[src/rtl/mem_arbiter_if.sv]
// Requester and memory bus bundle for the two-port memory arbiter.
// The slave modport is the arbiter's view; master is the requesters plus memory.
interface mem_arbiter_if #(
    parameter int ADDR_W = 6,
    parameter int DATA_W = 16
);
    logic              req0;
    logic              req1;
    logic              we0;
    logic              we1;
    logic [ADDR_W-1:0] addr0;
    logic [ADDR_W-1:0] addr1;
    logic [DATA_W-1:0] wdata0;
    logic [DATA_W-1:0] wdata1;
    logic              gnt0;
    logic              gnt1;
    logic [DATA_W-1:0] rdata0;
    logic [DATA_W-1:0] rdata1;
    logic              rvalid0;
    logic              rvalid1;
    logic [15:0]       mem_addr;
    logic [DATA_W-1:0] mem_wdata;
    logic              mem_load;
    logic              mem_read;
    logic [DATA_W-1:0] mem_rdata;
    logic              busy;

    modport slave (
        input  req0, req1, we0, we1, addr0, addr1, wdata0, wdata1, mem_rdata,
        output gnt0, gnt1, rdata0, rdata1, rvalid0, rvalid1,
               mem_addr, mem_wdata, mem_load, mem_read, busy
    );

    modport master (
        output req0, req1, we0, we1, addr0, addr1, wdata0, wdata1, mem_rdata,
        input  gnt0, gnt1, rdata0, rdata1, rvalid0, rvalid1,
               mem_addr, mem_wdata, mem_load, mem_read, busy
    );
endinterface

[src/rtl/mem_arbiter.sv]
// Two-requester, single-port memory arbiter. One access every two cycles:
// an IDLE cycle picks a winner and latches its request, the following SERVE
// cycle drives the memory. Ties go to the port that was not granted last.
module mem_arbiter #(
    parameter int ADDR_W = 6,
    parameter int DATA_W = 16
) (
    input  logic          clk,
    input  logic          clear_n,
    mem_arbiter_if.slave  bus
);
    localparam logic [0:0] ST_IDLE  = 1'b0;
    localparam logic [0:0] ST_SERVE = 1'b1;

    logic [0:0]        r_state;
    logic              r_last_gnt;
    logic              r_sel;
    logic              r_we;
    logic              r_gnt0;
    logic              r_gnt1;
    logic              r_busy;
    logic              r_mem_load;
    logic              r_mem_read;
    logic [15:0]       r_mem_addr;
    logic [DATA_W-1:0] r_mem_wdata;
    logic [DATA_W-1:0] r_rdata0;
    logic [DATA_W-1:0] r_rdata1;
    logic              r_rvalid0;
    logic              r_rvalid1;

    logic              w_any_req;
    logic              w_win;
    logic              w_win_we;
    logic [ADDR_W-1:0] w_win_addr;
    logic [DATA_W-1:0] w_win_wdata;

    // Pick the winning port and mux its request fields.
    always_comb begin
        w_any_req = bus.req0 | bus.req1;
        if (bus.req0 && bus.req1) begin
            w_win = ~r_last_gnt;
        end else if (bus.req1) begin
            w_win = 1'b1;
        end else begin
            w_win = 1'b0;
        end
        if (w_win) begin
            w_win_we    = bus.we1;
            w_win_addr  = bus.addr1;
            w_win_wdata = bus.wdata1;
        end else begin
            w_win_we    = bus.we0;
            w_win_addr  = bus.addr0;
            w_win_wdata = bus.wdata0;
        end
    end

    // IDLE/SERVE sequencer; the memory-side registers double as the latched
    // request so inputs moving during SERVE cannot disturb the access.
    always_ff @(posedge clk or negedge clear_n) begin
        if (!clear_n) begin
            r_state     <= ST_IDLE;
            r_last_gnt  <= 1'b1;
            r_sel       <= 1'b0;
            r_we        <= 1'b0;
            r_gnt0      <= 1'b0;
            r_gnt1      <= 1'b0;
            r_busy      <= 1'b0;
            r_mem_load  <= 1'b0;
            r_mem_read  <= 1'b0;
            r_mem_addr  <= 16'h0000;
            r_mem_wdata <= {DATA_W{1'b0}};
            r_rdata0    <= {DATA_W{1'b0}};
            r_rdata1    <= {DATA_W{1'b0}};
            r_rvalid0   <= 1'b0;
            r_rvalid1   <= 1'b0;
        end else begin
            case (r_state)
                ST_IDLE: begin
                    r_rvalid0 <= 1'b0;
                    r_rvalid1 <= 1'b0;
                    if (w_any_req) begin
                        r_state     <= ST_SERVE;
                        r_sel       <= w_win;
                        r_last_gnt  <= w_win;
                        r_we        <= w_win_we;
                        r_gnt0      <= ~w_win;
                        r_gnt1      <= w_win;
                        r_busy      <= 1'b1;
                        r_mem_load  <= w_win_we;
                        r_mem_read  <= ~w_win_we;
                        r_mem_addr  <= 16'(w_win_addr);
                        r_mem_wdata <= w_win_wdata;
                    end else begin
                        r_state <= ST_IDLE;
                    end
                end
                ST_SERVE: begin
                    r_state     <= ST_IDLE;
                    r_gnt0      <= 1'b0;
                    r_gnt1      <= 1'b0;
                    r_busy      <= 1'b0;
                    r_mem_load  <= 1'b0;
                    r_mem_read  <= 1'b0;
                    r_mem_addr  <= 16'h0000;
                    r_mem_wdata <= {DATA_W{1'b0}};
                    r_we        <= 1'b0;
                    if (!r_we) begin
                        if (r_sel) begin
                            r_rdata1  <= bus.mem_rdata;
                            r_rvalid1 <= 1'b1;
                        end else begin
                            r_rdata0  <= bus.mem_rdata;
                            r_rvalid0 <= 1'b1;
                        end
                    end else begin
                        r_rvalid0 <= 1'b0;
                        r_rvalid1 <= 1'b0;
                    end
                end
                default: begin
                    r_state <= ST_IDLE;
                end
            endcase
        end
    end

    assign bus.gnt0      = r_gnt0;
    assign bus.gnt1      = r_gnt1;
    assign bus.busy      = r_busy;
    assign bus.mem_load  = r_mem_load;
    assign bus.mem_read  = r_mem_read;
    assign bus.mem_addr  = r_mem_addr;
    assign bus.mem_wdata = r_mem_wdata;
    assign bus.rdata0    = r_rdata0;
    assign bus.rdata1    = r_rdata1;
    assign bus.rvalid0   = r_rvalid0;
    assign bus.rvalid1   = r_rvalid1;
endmodule

[src/flat_wrapper.sv]
// flat-port wrapper written by rule: the top's interface ports become plain ports
module mem_arbiter_flat 
#(
    parameter int ADDR_W = 6,
    parameter int DATA_W = 16
)
  (clk, clear_n, bus_req0, bus_req1, bus_we0, bus_we1, bus_addr0, bus_addr1, bus_wdata0, bus_wdata1, bus_mem_rdata, bus_gnt0, bus_gnt1, bus_rdata0, bus_rdata1, bus_rvalid0, bus_rvalid1, bus_mem_addr, bus_mem_wdata, bus_mem_load, bus_mem_read, bus_busy);
  mem_arbiter_if #(.ADDR_W(ADDR_W), .DATA_W(DATA_W)) bus_i ();
  input  logic clk;
  input  logic clear_n;
  input wire logic [$bits(bus_i.req0)-1:0] bus_req0;
  input wire logic [$bits(bus_i.req1)-1:0] bus_req1;
  input wire logic [$bits(bus_i.we0)-1:0] bus_we0;
  input wire logic [$bits(bus_i.we1)-1:0] bus_we1;
  input wire logic [$bits(bus_i.addr0)-1:0] bus_addr0;
  input wire logic [$bits(bus_i.addr1)-1:0] bus_addr1;
  input wire logic [$bits(bus_i.wdata0)-1:0] bus_wdata0;
  input wire logic [$bits(bus_i.wdata1)-1:0] bus_wdata1;
  input wire logic [$bits(bus_i.mem_rdata)-1:0] bus_mem_rdata;
  output wire logic [$bits(bus_i.gnt0)-1:0] bus_gnt0;
  output wire logic [$bits(bus_i.gnt1)-1:0] bus_gnt1;
  output wire logic [$bits(bus_i.rdata0)-1:0] bus_rdata0;
  output wire logic [$bits(bus_i.rdata1)-1:0] bus_rdata1;
  output wire logic [$bits(bus_i.rvalid0)-1:0] bus_rvalid0;
  output wire logic [$bits(bus_i.rvalid1)-1:0] bus_rvalid1;
  output wire logic [$bits(bus_i.mem_addr)-1:0] bus_mem_addr;
  output wire logic [$bits(bus_i.mem_wdata)-1:0] bus_mem_wdata;
  output wire logic [$bits(bus_i.mem_load)-1:0] bus_mem_load;
  output wire logic [$bits(bus_i.mem_read)-1:0] bus_mem_read;
  output wire logic [$bits(bus_i.busy)-1:0] bus_busy;
  assign bus_i.req0 = bus_req0;
  assign bus_i.req1 = bus_req1;
  assign bus_i.we0 = bus_we0;
  assign bus_i.we1 = bus_we1;
  assign bus_i.addr0 = bus_addr0;
  assign bus_i.addr1 = bus_addr1;
  assign bus_i.wdata0 = bus_wdata0;
  assign bus_i.wdata1 = bus_wdata1;
  assign bus_i.mem_rdata = bus_mem_rdata;
  assign bus_gnt0 = bus_i.gnt0;
  assign bus_gnt1 = bus_i.gnt1;
  assign bus_rdata0 = bus_i.rdata0;
  assign bus_rdata1 = bus_i.rdata1;
  assign bus_rvalid0 = bus_i.rvalid0;
  assign bus_rvalid1 = bus_i.rvalid1;
  assign bus_mem_addr = bus_i.mem_addr;
  assign bus_mem_wdata = bus_i.mem_wdata;
  assign bus_mem_load = bus_i.mem_load;
  assign bus_mem_read = bus_i.mem_read;
  assign bus_busy = bus_i.busy;
  mem_arbiter #(.ADDR_W(ADDR_W), .DATA_W(DATA_W)) u_core (.clk(clk), .clear_n(clear_n), .bus(bus_i));
endmodule
[config.mk]
export PLATFORM = sky130hd
export DESIGN_NAME = mem_arbiter_flat
export DESIGN_NICKNAME = d
export VERILOG_FILES = /design/src/rtl/mem_arbiter_if.sv /design/src/rtl/mem_arbiter.sv /design/src/flat_wrapper.sv
export SDC_FILE = /design/constraint.sdc
export NUM_CORES = 1
export LEC_CHECK = 0
export ABC_AREA = 1
export BUFFER_PORTS_ARGS = -buffer_cell sky130_fd_sc_hd__buf_4
export CORE_ASPECT_RATIO = 0.5
export CORE_MARGIN = 10
export CORE_UTILIZATION = 51
export CTS_BUF_LIST = sky130_fd_sc_hd__clkbuf_2
export DETAILED_ROUTE_END_ITERATION = 8
export HOLD_SLACK_MARGIN = 0.05
export PLACE_DENSITY = 0.88
export SLEW_MARGIN = 30
export SYNTH_ARGS = -nofsm -noshare
export SYNTH_HDL_FRONTEND = slang
export SYNTH_SLANG_ARGS = --single-unit
[constraint.sdc]
create_clock -name clk -period 3.7 [get_ports clk]
set_input_delay 0.185 -clock clk [delete_from_list [all_inputs] [get_ports clk]]
set_output_delay 0.185 -clock clk [all_outputs]
set_load 0.02 [all_outputs]
### Yosys cells after proc, flatten, opt, wreduce, memory -nomap -nowiden

Cells that the tools add are included.

* logic and storage cells: 55
* input port bits: 66
* output and inout bits: 71
* register bits: 74

* muxes and demuxes: 27
* equality and inequality tests: 3
* bitwise gates (word level): 7
* reduce and logical (&&, ||, !) cells: 4

Operators by type and width (number)
* $pmux 16 s2: 2
* $mux 16: 3
* $pmux 1 s2: 8
* $mux 1: 13
* $mux 6: 1
* $ne 3x3->1 const B: 2
* $not 1->1: 6
* $reduce_and 3->1: 2
* $ne 2x1->1 const B: 1
* $reduce_and 2->1: 1
* $logic_and 1x1->1: 1
* $or 1x1->1: 1

### Depth between registers and ports, before layout

* depth in word-level cells: 6
* gate-level depth with buffers: 7
* depth with buffers taken out: 5

### Worst setup path before layout

OpenSTA, ideal clock, no wires.

* kind: reg-to-reg
* start point: register u_core.r_last_gnt
* end point: register u_core.r_mem_addr[1], in the netlist u_core.bus.mem_addr[1]
* library setup time: 69 ps
* slack: 2481 ps
* path buffers: 1
* arrival: 1149 ps
* clock period less this slack: 1219 ps
* required time: 3631 ps
* cell stages (with the launch flop): 6
* path through: dfstp_2 nand2_1 nand2_1 buf_2 nand3_1 nand3_1

* longest elaborated chain between the ends: 5

Ends and longest elaborated chain
* start: declaration: RTL line mem_arbiter.sv:16 `logic r_last_gnt;`
* start signal: assignment: RTL line mem_arbiter.sv:85 `r_last_gnt <= w_win;`
* $not 1->1: RTL line mem_arbiter.sv:41 `w_win = ~r_last_gnt;`
* $mux 1: RTL line mem_arbiter.sv:40 `if (bus.req0 && bus.req1) begin`
* $mux 6: RTL line mem_arbiter.sv:47 `if (w_win) begin`
* $mux 16: RTL line mem_arbiter.sv:82 `if (w_any_req) begin`
* $pmux 16 s2: RTL line mem_arbiter.sv:78 `case (r_state)`
* end signal: assignment: RTL line mem_arbiter.sv:92 `r_mem_addr <= 16'(w_win_addr);`
* end: declaration: RTL line mem_arbiter.sv:24 `logic [15:0] r_mem_addr;`

No other way between the ends. The select of a mux whose other input is x is not followed.
A chain may end at the register's enable or synchronous reset.

### Final worst setup path

* start point: input bus_req0
* end point: register u_core.r_mem_wdata[6], in the netlist u_core.bus.mem_wdata[6]

* longest elaborated chain between the ends: 5
* elaborated cells on any way between the ends: 7
* those cells by class: eq/ne: 1; mux: 4; bitwise: 1; reduce/logical: 1

Ends and longest elaborated chain
* start: declaration: RTL line flat_wrapper.sv:11 `input wire logic [$bits(bus_i.req0)-1:0] bus_req0;`
* $logic_and 1x1->1: RTL line mem_arbiter.sv:40
* $mux 1: RTL line mem_arbiter.sv:40
* $mux 16: RTL line mem_arbiter.sv:47
* $mux 16: RTL line mem_arbiter.sv:82
* $pmux 16 s2: RTL line mem_arbiter.sv:78
* end signal: assignment: RTL line mem_arbiter.sv:72 `r_mem_wdata <= {DATA_W{1'b0}};`
* end signal: assignment: RTL line mem_arbiter.sv:93 `r_mem_wdata <= w_win_wdata;`
* end signal: assignment: RTL line mem_arbiter.sv:106 `r_mem_wdata <= {DATA_W{1'b0}};`
* end: declaration: RTL line mem_arbiter.sv:25 `logic [DATA_W-1:0] r_mem_wdata;`

Parallel ways exist; a longest one is shown, timed or not. The select of a mux whose other input is x is not followed.

==> results.sh <==
export IMPL_status="finished clean"
export IMPL_syn_cell_area_um2=2738
export IMPL_clk_pin_slew_ns=0.17
export IMPL_use_met2_pct=40.27
export IMPL_wl_um=10360
export IMPL_fmaxAchievable_mhz=336.3
export IMPL_slew_headroom_pct=40.97
export IMPL_drt_drc_violations_left=0
export IMPL_grtUsageTotal_pct=22.81
export IMPL_finalCritPeriodShare_pct=80.36
export IMPL_path_max_fanout=26
export IMPL_syn_avg_cell_area_um2=9.156
export IMPL_power_leakage_nw=2.293
export IMPL_maxCapViolCount=0
export IMPL_final_max_slew_viol_count=0
export IMPL_cts_tree="built"
export IMPL_final_cell_area_um2=4370
export IMPL_htreeDepth=3
export IMPL_die_w_um=123.6
export IMPL_worst_pin_slew_ns=0.8833
export IMPL_gp_congestion=0.7719
export IMPL_place_inst=475
export IMPL_grt_pass1_vias=3061
export IMPL_grt_busiest_layer="met2"
export IMPL_rsz0062_at_grt="no"
export IMPL_place_area_um2=3630
export IMPL_rr_worst_depth=5
export IMPL_vias=2992
export IMPL_globalRouteOverflowTotal=0
export IMPL_area_growth_pct=59.64
export IMPL_io_buffers=126
export IMPL_pwr_density_cell_nw_per_um2=548.6
export IMPL_wl_per_cell_um=18.61
export IMPL_drive_gt1_share_pct=30.10
export IMPL_irDropWorstVdd_v=0.0004004
export IMPL_synth_warnings=0
export IMPL_detailed_place_hpwl_um=5842
export IMPL_vias_per_cell=5.372
export IMPL_setup_violations=0
export IMPL_cts_resized=0
export IMPL_layout_cells_non_filler=557
export IMPL_use_met1_pct=23.19
export IMPL_io_pins=137
export IMPL_final_cell_mix="buf_4 (126), nand2_1 (69), dlygate4sd3_1 (65)"
export IMPL_crit_path_start_kind="input pin"
export IMPL_critPathRequiredTime_ns=4.11
export IMPL_cts_buffers=9
export IMPL_firstDrtPassIters=5
export IMPL_finalClockSkew_ns=0.01388
export IMPL_ys_types=19
export IMPL_ys_seq_area_share_pct=58.55
export IMPL_clock_sinks=64
export IMPL_gr_usage_met3_pct=8.679
export IMPL_grt_max_degree=65
export IMPL_pre_cts_slack_ns=1.460
export IMPL_die_height_um=71.81
export IMPL_cts_root_buf="clkbuf_2"
export IMPL_ant_nets=0
export IMPL_critPathKind="in2reg"
export IMPL_core_area_um2=5045
export IMPL_clock_latency_ns=0.50
export IMPL_hold_slack_ns=0.1370
export IMPL_fin_ws_ns=0.7268
export IMPL_synth_seq_cells=64
export IMPL_fill_cells=249
export IMPL_synth_top_area_share_pct=57.59
export IMPL_yosysTopAreaCell="dfrtp_1"
export IMPL_holdPathStages=3
export IMPL_holdCritPathClass="in2reg"
export IMPL_tns_ns=0
export IMPL_fin_crit_ns=2.973
export IMPL_drt_iter0_drc=372
export IMPL_grt_first_pass_wirelength_um=16000
export IMPL_synthCells=299
export IMPL_clock_path_buffers=2
export IMPL_crit_arrival_ns=3.39
export IMPL_layout_nets=547
export IMPL_rows=18
export IMPL_end_kind="register"
export IMPL_initial_core_util_pct=54.27
export IMPL_antenna_found_initial=2
export IMPL_die_area_um2=8876
export IMPL_layout_commonest_cell="buf_4"
export IMPL_finalHoldViolations=0
export IMPL_synthTopCellsByArea="dfrtp_1 (58%), nand2_1 (9.5%), nand3_1 (8.8%), nand4_1 (5.0%), buf_4 (4.1%)"
metal layers:
layer / share of wire [%] / wire [um]
met3: 9.3 / 960
met5: 0 / 0
met1: 35 / 3631
met2: 52 / 5380
met4: 3.8 / 391
registers in the layout, indices dropped and copies added (netlist names), 6 cells and up:
name	flops
u_core.bus.mem_addr	6
u_core.bus.mem_wdata	16
u_core.bus.rdata0	16
u_core.bus.rdata1	16
worst max-delay path, stage by stage:
cell           delay [ns]
dlygate4sd3_1        0.56
buf_4                0.16
nand2_1              0.63
nand2_1              0.78
nand3_1              0.35
nand3_1              0.13
dlygate4sd3_1        0.58
where the power goes:
| part | internal (mW) | switching [mW] | leakage [nW] |
|---|---|---|---|
| combinational | 0.454 | 0.590 | 1.44 |
| sequential | 0.899 | 0.129 | 0.801 |
| clock | 0.0807 | 0.245 | 0.0527 |
final cells by class:
class,instances,area (um2),area share [%]
flip-flops and latches,64,1603,36.67
repair buffers,191,1597,36.53
multi-input cells,194,924.6,21.16
well taps,70,87.58,2.004
inverters,21,78.83,1.804
clock buffers,10,50.05,1.145
clock inverters,5,25.02,0.5726
diodes,2,5.005,0.1145
cells by family (layout without fill, tap and decap cells):
| logic type | Yosys count | in the layout | synth area share (%) |
|---|---|---|---|
| flops | 64 | 64 | 58.55 |
| simple gates | 148 | 148 | 25.27 |
| buf+inv | 50 | 227 | 9.278 |
| compound gates | 36 | 36 | 6.764 |
| other cells | 1 | 12 | 0.1370 |
through the flow:
stage | utilization, % | power (mW)
after detailed placement | 71.95 | 1.976
after floorplan | - | 1.516
after global placement | 71.95 | 1.942
final | 86.63 | 2.398
after global routing | 86.63 | 2.537
after CTS | 86.33 | 2.370
what timing repair did:
item | CTS | global route
hold endpoints to repair | 121 | 0
buffers inserted | 0 | 0
hold buffers | 65 | 0
path summary, 6_finish.rpt:
path                                                       end                            from  slack, ns
min in group asynchronous   u_core.bus.mem_addr[3]$_DFFE_PN0P_                         clear_n       0.29
max reg2reg                u_core.bus.mem_wdata[6]$_DFFE_PN0P_   u_core.r_last_gnt$_DFFE_PN1P_       0.73
min                              u_core.r_last_gnt$_DFFE_PN1P_                        bus_req1       0.14
min reg2reg                     u_core.bus.rvalid1$_DFFE_PN0N_  u_core.bus.rvalid1$_DFFE_PN0N_       0.51
max                        u_core.bus.mem_wdata[6]$_DFFE_PN0P_                        bus_req0       0.73
max in group asynchronous     u_core.bus.rdata0[0]$_DFFE_PN0P_                         clear_n       2.86
cells in the mapped netlist:
library cell   n
dfrtp_1       63
nand4_1       22
buf_4         15
nor2_1         3
o21ai_0       14
o21a_1         2
nand2_2        2
inv_2          1
o21ai_1       20
nor2_4         1
nor2_2         2
buf_2          8
nand3b_1       1
conb_1         1
inv_1         20
nand3_1       48
nand2_1       69
clkbuf_1       6
dfstp_2        1
Power figures use the tool's default switching activity.
